===== config.mk =====
export PLATFORM = sky130hd
export DESIGN_NAME = demux_stream_1ton
export DESIGN_NICKNAME = d
export VERILOG_FILES = /design/src/rtl/demux_stream_1ton.sv
export SDC_FILE = /design/constraint.sdc
export NUM_CORES = 1
export LEC_CHECK = 0
export CAP_MARGIN = 30
export CELL_PAD_IN_SITES_DETAIL_PLACEMENT = 0
export CELL_PAD_IN_SITES_GLOBAL_PLACEMENT = 1
export CORE_ASPECT_RATIO = 1.25
export CORE_MARGIN = 2
export CORE_UTILIZATION = 31
export DETAILED_ROUTE_END_ITERATION = 10
export PLACE_DENSITY_LB_ADDON = 0.05
export SLEW_MARGIN = 20
export SYNTH_ARGS = -nofsm -noshare
export SYNTH_HDL_FRONTEND = slang
export SYNTH_SLANG_ARGS = --single-unit

===== constraint.sdc =====
create_clock -name clk -period 1.7 [get_ports clk]
set_input_delay 0.425 -clock clk [delete_from_list [all_inputs] [get_ports clk]]
set_output_delay 0.425 -clock clk [all_outputs]
set_load 0.02 [all_outputs]

===== src/rtl/demux_stream_1ton.sv =====
// Registered 1-to-N stream demultiplexer: one holding register per output channel,
// routed by in_sel or round-robin, with a saturating counter of dropped words.
module demux_stream_1ton #(
  parameter int WIDTH = 4,
  parameter int N     = 4,
  parameter int MODE  = 0,
  parameter int CNT_W = 8,
  localparam int SEL_W = (N <= 2) ? 1 : $clog2(N)
) (
  input  logic                 clk,
  input  logic                 rst,
  input  logic [WIDTH-1:0]     in_data,
  input  logic [SEL_W-1:0]     in_sel,
  input  logic                 in_valid,
  output logic                 in_ready,
  output logic [N*WIDTH-1:0]   out_data,
  output logic [N-1:0]         out_valid,
  input  logic [N-1:0]         out_ready,
  output logic [SEL_W-1:0]     rr_ptr,
  output logic [CNT_W-1:0]     drop_cnt
);

  // Handshake: a word moves on a side when its valid and ready are both high at the
  // rising edge. in_ready depends combinationally on out_ready of the target slot, so
  // a slot that drains this edge can be reloaded on the same edge.

  logic [N-1:0][WIDTH-1:0] r_data;
  logic [N-1:0]            r_valid;
  logic [CNT_W-1:0]        r_drop;
  logic [SEL_W-1:0]        r_rr_ptr;

  logic [SEL_W-1:0]        w_tgt;
  logic [N-1:0]            w_hit;
  logic [N-1:0]            w_free;
  logic [N-1:0]            w_load;
  logic                    w_tgt_ok;
  logic                    w_accept;

  always_comb begin
    w_hit = '0;
    for (int k = 0; k < N; k++) begin
      w_hit[k] = (w_tgt == SEL_W'(k));
    end
  end

  // An out-of-range target matches no slot; it is accepted and counted as a drop.
  assign w_tgt_ok = |w_hit;
  assign w_free   = ~r_valid | out_ready;
  assign in_ready = w_tgt_ok ? |(w_hit & w_free) : 1'b1;
  assign w_accept = in_valid & in_ready;
  assign w_load   = w_accept ? w_hit : '0;

  generate
    if (MODE == 1) begin : g_rr
      assign w_tgt = r_rr_ptr;

      always_ff @(posedge clk) begin
        if (rst) begin
          r_rr_ptr <= '0;
        end else if (w_accept) begin
          r_rr_ptr <= (r_rr_ptr == SEL_W'(N - 1)) ? '0 : r_rr_ptr + SEL_W'(1);
        end
      end
    end else begin : g_sel
      assign w_tgt    = in_sel;
      assign r_rr_ptr = '0;
    end
  endgenerate

  always_ff @(posedge clk) begin
    if (rst) begin
      r_data  <= '0;
      r_valid <= '0;
      r_drop  <= '0;
    end else begin
      for (int k = 0; k < N; k++) begin
        if (w_load[k]) begin
          r_data[k]  <= in_data;
          r_valid[k] <= 1'b1;
        end else if (out_ready[k]) begin
          r_valid[k] <= 1'b0;
        end
      end
      if (w_accept && !w_tgt_ok && (r_drop != '1)) begin
        r_drop <= r_drop + CNT_W'(1);
      end
    end
  end

  assign out_data  = r_data;
  assign out_valid = r_valid;
  assign rr_ptr    = r_rr_ptr;
  assign drop_cnt  = r_drop;

endmodule

After elaboration in Yosys (flattened, before gate mapping)
Cells that the tools add are included.
Widths: inputs -> output; s select.
Storage, ports and cells
  memory bits (writable): 0
  latch bits: 0
  bits in read-only memories: 0
  output and inout bits: 31
  bits in registers: 28
  logic and storage cells: 38
  bits of input ports: 13
  memories kept: 0
Operators by class
  reduce and logical (&&, ||, !) cells: 10
  muxes and demuxes: 10
  equal/unequal tests: 4
  multiply operators: 0
  div/mod/pow operators: 0
  order comparisons: 0
  shifts and indexed selects: 0
  bitwise operators: 4
  add/sub/neg operators: 1
Operator list (number)
  $mux 1: 9
  $add 8x1->8 const B: 1
  $ne 8x8->1 const B: 1
  $reduce_bool 2->1: 4
  $reduce_or 4->1: 2
  $and 4x4->4: 1
  $eq 2x2->1 const B: 2
  $mux 4: 1
  $not 4->4: 1
  $or 4x4->4: 1
  $eq 2x1->1 const B: 1
  $logic_and 1x1->1: 2
  $logic_not 2->1: 1
  $and 1x1->1: 1
  $logic_not 1->1: 1

Depth between registers and ports, before layout
Gate-level depths: netlist of the first run.
  depth after elaboration: 8
  depth in mapped cells: 3
  gate-level depth less buffers: 3

Least setup slack after synthesis of the first run
OpenSTA, ideal clock, no wires.
  path kind: input -> output
  from: input port out_ready[3]
  to: output port in_ready
  path slack: 0.147 ns
  stages: 2
  data arrival time: 1.128 ns
  path through: nand2b_1 > mux4_2
Between the ends
  word-level cells in the longest chain between the ends: 4
RTL lines
  from (decl): RTL line 18  | input logic [N-1:0] out_ready,
  $or 4x4->4: RTL line 48  | assign w_free = ~r_valid | out_ready;
  $and 4x4->4: RTL line 49  | assign in_ready = w_tgt_ok ? |(w_hit & w_free) : 1'b1;
  $reduce_or 4->1: RTL line 49
  $mux 1: RTL line 49
  to (decl): RTL line 15  | output logic in_ready,
No other way between the ends.

Worst setup path after layout of the first run
  from: register r_valid[3], in the netlist out_valid[3]
  to: output port in_ready
Between the ends
  word-level cells in the longest chain between the ends: 5
RTL lines
  from (decl): RTL line 28  | logic [N-1:0] r_valid;
  from (signal assigned): RTL line 73  | r_valid <= '0;
  from (signal, indexed assignment): RTL line 79  | r_valid[k] <= 1'b1;
  from (signal, indexed assignment): RTL line 81  | r_valid[k] <= 1'b0;
  $not 4->4: RTL line 48
  $or 4x4->4: RTL line 48
  $and 4x4->4: RTL line 49
  $reduce_or 4->1: RTL line 49
  $mux 1: RTL line 49
No other way between the ends.

==> flow_summary.yaml, run 1 <==
detailed_routing:
  met3_length_um: 142
  wl_met1_um: 971
  firstDrtPassIters: 2
  wl_met2_mm: 1.08
  ant_nets: 0
  vias: 807
  dr.first_iter.drc_count: 11
  drt-vias-per-instance: 4.41
  wl_mm: 2.21
  wl_per_cell_um: 12.1
  drc: 0
  highest_layer: "met4"
synthesis:
  yosys.cell_count.top_type: "dfxtp_1"
  yosysTopAreaCellShare_pct: 53.0
  syn_inst: 93
  synthAdderAreaFrac_pct: 0
  synth_area_um2: 1060
  synth-async-reset-ratio_pct: 0
  synth_edf_count: 0
  synth_area_leaders: "dfxtp_1, mux2i_1, nand2b_1"
  synth_flop_cell: "dfxtp_1"
  synth.distinct_cells: 14
  synth_top_family_by_area: "simple AND/OR/NAND/NOR gates"
  muxShareOfSynthArea_pct: 17.3
  syn_area_per_cell_um2: 11.4
  synth_top_area_cell: "dfxtp_1"
  synth-seq-cells: 28
  synthSimpleGateAreaFrac_pct: 25.1
  synth_warnings: 0
  synth_compound_area_share_pct: 1.89
  synthXorXnorAreaFrac_pct: 0
  netlist_top_cells_count: "dfxtp_1, nand2b_1, mux2i_1, nor2b_1, a21oi_1"
  yosysSeqAreaShare_pct: 53.0
placed_design:
  place_congestion: 0.672
  place_area_um2: 1580
  dp_slack_ns: -0.720
  dp_hpwl_mm: 1.61
  io_buffers: 41
worst_setup_path:
  critPathMaxFanout: 2
  crit_arrival_ns: 1.30
  critPathLaunchType: "flop"
  required_ns: 1.27
  critical_path_class: "flop to primary output"
  critPathCaptureType: "primary output"
sta:
  worst_slack_ns: -0.0213
  max_freq_mhz: 581
  slew_violations: 0
  setup_violations: 1
  fin_crit_ns: 1.72
  rsz0062_at_grt: "true"
  hold_slack_ns: 0.471
  final-hold-violation-count: 0
  skew_ns: 0.00257
  finalCritPeriodShare_pct: 101
global_route:
  grt_pass1_vias: 805
  grt_max_degree: 33
  grt.total_usage_pct: 11.8
  grt_pass1_wl_mm: 3.66
  grt-ovfl-total: 0
  antenna_found_initial: 0
finish:
  area_growth_pct: 59.5
  antenna_cells: 0
  drive_gt1_share_pct: 24.0
  final_area_um2: 1690
  final_nets: 160
power_and_ir_drop:
  power.density_nw_per_um2: 808
  p_leak_nw: 0.803
  total_power_mw: 1.36
  irDropWorstVdd_uv: 599
job:
  drv_cap: 0
clock_tree:
  cts_buffers: 3
  postCtsHoldBufs: 0
  ctsRootBufferMaster: "clkbuf_8"
  tritoncts: "built"
  clkLatencyLatePin_ns: 0.27
  cts_sinks: 28
  cts_buffer_depth: 2
  htreeDepth: 1
  clkTransAtPathRegs_ns: 0.09
die:
  start_util_pct: 32.8
  die_h_um: 69.3
  design.core.area_um2: 3220
  fp-row-count: 23
  io_pins: 44
  fp.dieW_um: 56.3
  die_area_um2: 3900
run_status:
  status: "finished with violations"
  violations: "negative setup slack"
min_path:
  hp-class: "flop to flop"
## worst max-delay path, stage by stage, from the launching register on
cell and delay (ns):
dfxtp_2 0.36, nand2b_4 0.05, mux4_2 0.47, buf_6 0.15
## final cells by class
class | instances | area [µm²]
clock inverter | 1 | 30.0
fill | 315 | 1540
tap | 37 | 46.3
sequential | 28 | 566
multi-input combinational | 61 | 505
clock buffer | 3 | 41.3
timing repair buffer | 53 | 499
## metal layers
layer,GRT usage (%),vias to the layer above
met5,0,-
met4,4.76,0
met3,2.99,2
met2,19.7,22
met1,14.3,370
li1,-,413
## cell families after synthesis
logic type,count (synthesis)
AOI/OAI and AO/OA,4
buffers and inverters,5
DFF,28
muxes,17
other,1
and+or+nand+nor,38
## cell usage in the layout (no fill, tap or decap)
| cell | n |
|---|---|
| conb_1 | 2 |
| clkbuf_2 | 2 |
| nand2_2 | 1 |
| bufinv_16 | 1 |
| buf_12 | 1 |
| clkbuf_8 | 3 |
| nor3b_2 | 1 |
| and4_2 | 1 |
| clkdlybuf4s50_1 | 27 |
| dlymetal6s2s_1 | 4 |
| nand2b_4 | 4 |
| buf_4 | 11 |
| nand4b_2 | 2 |
| nand4_1 | 1 |
| mux2i_1 | 16 |
| dfxtp_2 | 4 |
| buf_6 | 1 |
| nand2b_1 | 20 |
| nor2b_1 | 8 |
| buf_2 | 2 |
| dlygate4sd2_1 | 4 |
| mux4_2 | 1 |
| a21oi_1 | 4 |
| clkdlybuf4s15_1 | 1 |
| dfxtp_1 | 24 |
## registers in the layout, summed over array words and instances, names as in the netlist
register   count
out_valid      4
drop_cnt       8
out_data      16
## metrics by stage
stage | instances | TNS (ns) | utilization, %
global route | 183 | -0.0685 | 52.4
floorplan | 94 | 0 | -
global placement | 177 | -0.774 | 49.0
finish | 183 | -0.0213 | 52.4
CTS | 182 | -0.0504 | 52.1
detailed placement | 177 | -0.790 | 49.0
## worst paths after layout
| check | from | to | slack, ns | cells past startpoint |
|---|---|---|---|---|
| min | drop_cnt[5] | drop_cnt[5] | 0.47 | 1 |
| max reg2reg | out_valid[2] | out_valid[2] | 0.56 | 5 |
| min reg2reg | drop_cnt[5] | drop_cnt[5] | 0.47 | 1 |
| max | out_valid[3] | in_ready | -0.02 | 3 |
## where the power goes
part	total, mW	internal (mW)	leakage (nW)	switching [mW]
registers	0.683	0.673	0.229	0.00995
logic	0.166	0.0912	0.539	0.0749
clock network	0.515	0.315	0.0357	0.200
## timing repair
item / CTS / global route
gates cloned: 0 / 0
setup endpoints to repair: 4 / 5
buffers inserted: 1 / 1
resized for setup: 30 / 6
Note: power is estimated with default switching activity, not from simulation.
==> run 2, diff against run 1 <==
--- a/config.mk
+++ b/config.mk
@@ -10,7 +10,7 @@
 export CELL_PAD_IN_SITES_GLOBAL_PLACEMENT = 1
 export CORE_ASPECT_RATIO = 1.25
 export CORE_MARGIN = 2
-export CORE_UTILIZATION = 31
+export CORE_UTILIZATION = 28
 export DETAILED_ROUTE_END_ITERATION = 10
 export PLACE_DENSITY_LB_ADDON = 0.05
 export SLEW_MARGIN = 20
==> constraint.sdc (replaced) <==
create_clock -name clk -period 1.5 [get_ports clk]
set_input_delay 0.375 -clock clk [delete_from_list [all_inputs] [get_ports clk]]
set_output_delay 0.375 -clock clk [all_outputs]
set_load 0.02 [all_outputs]
==> flow_summary.yaml, run 2 (synthesis gave the netlist of run 1 again) <==
worst_setup_path:
  critPathMaxFanout: 2
  crit_arrival_ns: 1.30
  cp_cell_sequence: "nand2b_4 > mux4_2 > buf_6"
  critPathLaunchType: "flop"
  required_ns: 1.12
  r2r_setup_slack_ns: 0.48
  ff2ff_path_depth: 4
  crit_path_max_incr_delay_ns: 0.47
  r2r_end: "out_data[14]"
  critPathCaptureType: "primary output"
  critical_path_class: "flop to primary output"
  r2r-start: "out_valid[3]"
  critPathSlowestCell: "mux4_2"
detailed_routing:
  drt-vias-per-instance: 4.30
  wl_mm: 2.21
  ant_nets: 0
  dr.first_iter.drc_count: 4
  wl_per_cell_um: 11.9
  vias: 795
  drc: 0
  firstDrtPassIters: 2
clock_tree:
  cts_buffer_depth: 2
  ctsRootBufferMaster: "clkbuf_8"
  clkTransAtPathRegs_ns: 0.09
  tritoncts: "built"
  postCtsHoldBufs: 0
  clkLatencyLatePin_ns: 0.27
  cts_sinks: 28
  cts_buffers: 3
  htreeDepth: 1
global_route:
  gr-usage-met3_pct: 2.13
  grt_pass1_vias: 801
  grt_busiest_layer: "met2"
  grt.total_usage_pct: 10.8
  use_met2_pct: 17.7
  grt_max_degree: 26
  met1_usage_pct: 14.0
  grt-ovfl-total: 0
  grt_pass1_wl_mm: 3.59
  antenna_found_initial: 0
sta:
  fin_crit_ns: 1.67
  finalCritPeriodShare_pct: 111
  slew_violations: 0
  final-hold-violation-count: 0
  worst_slack_ns: -0.170
  setup_violations: 1
  skew_ns: 0.00477
  max_freq_mhz: 599
  rsz0062_at_grt: "true"
finish:
  antenna_cells: 0
  final_area_um2: 1640
  final_nets: 159
  largest_register_ffs: 16
  layout_commonest_cell: "dlygate4sd2_1"
  mostFrequentLayoutCells: "dlygate4sd2_1, dfxtp_1, nand2b_1"
  area_growth_pct: 55.3
  fillCellCount: 363
  drive_gt1_share_pct: 21.4
power_and_ir_drop:
  total_power_mw: 1.41
  seq_power_share_pct: 54.9
  comb_power_share_pct: 12.8
  p_leak_nw: 0.835
  power.density_nw_per_um2: 856
  internal_power_mw: 1.09
  irDropWorstVdd_uv: 437
  clkPwrFrac_pct: 32.3
  swShare_pct: 22.4
  p_switching_mw: 0.315
placed_design:
  dp_hpwl_mm: 1.67
  place_area_um2: 1580
  place_congestion: 0.633
  io_buffers: 41
run_status:
  status: "finished with violations"
  violations: "negative setup slack"
die:
  fp-row-count: 25
  start_util_pct: 28.7
  design.core.area_um2: 3690
  io_pins: 44
  die_area_um2: 4290
  fp.dieW_um: 59.0
  die_h_um: 72.7
min_path:
  holdCritStartpoint: "drop_cnt[2]"
  min_to: "drop_cnt[2]"
  whs_path_depth: 1
  hp-class: "flop to flop"
job:
  drv_cap: 0
-- run 2: cell count changes in the layout (fill, tap and decap cells not counted), sizes merged --
cell	delta
clkdlybuf4s50	-21
buf	-2
clkdlybuf4s15	+3
bufinv	-1
dlygate4sd2	+25
dlymetal6s2s	-4
clkbuf	-1
-- run 2: worst max path at each step --
stage                             from        to
after global routing      out_valid[3]  in_ready
after detailed placement     in_sel[0]  in_ready
after floorplan           out_valid[3]  in_ready
after CTS                 out_valid[3]  in_ready
after global placement    out_ready[1]  in_ready
final                     out_valid[3]  in_ready
-- run 2: cell type report --
type	instances	area, µm²	share of cell area (%)
Timing Repair Buffer	52	468	28.5
Multi-Input combinational cell	61	505	30.7
Clock buffer	4	55.1	3.35
Sequential cell	28	566	34.4
Tap cell	40	50.0	3.04
-- run 2: through the flow --
| stage | util [%] | TNS (ns) | instances | hold slack (ns) | worst slack [ns] |
|---|---|---|---|---|---|
| floorplan | - | 0 | 94 | 0.546 | 0.0388 |
| global placement | 42.9 | -2.64 | 180 | 0.453 | -0.800 |
| detailed placement | 42.9 | -2.65 | 180 | 0.458 | -0.816 |
| CTS | 44.4 | -0.187 | 184 | 0.470 | -0.187 |
| global route | 44.5 | -0.209 | 185 | 0.478 | -0.209 |
| finish | 44.5 | -0.170 | 185 | 0.468 | -0.170 |
-- run 2: power by group through the flow --
stage	registers (mW)	logic [mW]	clock network, mW
floorplan	0.812	0.0678	0
global placement	0.789	0.192	0
detailed placement	0.789	0.193	0
CTS	0.774	0.182	0.476
global route	0.777	0.194	0.495
finish	0.774	0.180	0.454
-- run 2: repair_timing --
item,4_1_cts,5_1_grt
buffers inserted,0,1
gates resized for setup,53,1
setup endpoints to repair,29,1
-- run 2: worst max-delay path: cells and delay by family, from the launching register on --
family                 cells  cell delay (ns)
multiplexers               1             0.47
flip-flops                 1             0.37
buffers and inverters      1             0.15
AND/OR/NAND/NOR            1             0.05
-- run 2: layer usage --
layer	vias to the layer above	wire [µm]	share of wire, %
li1	414	-	-
met1	359	991	45
met2	20	1070	49
met3	2	125	5.7
met4	0	19	0.86
met5	-	0	0
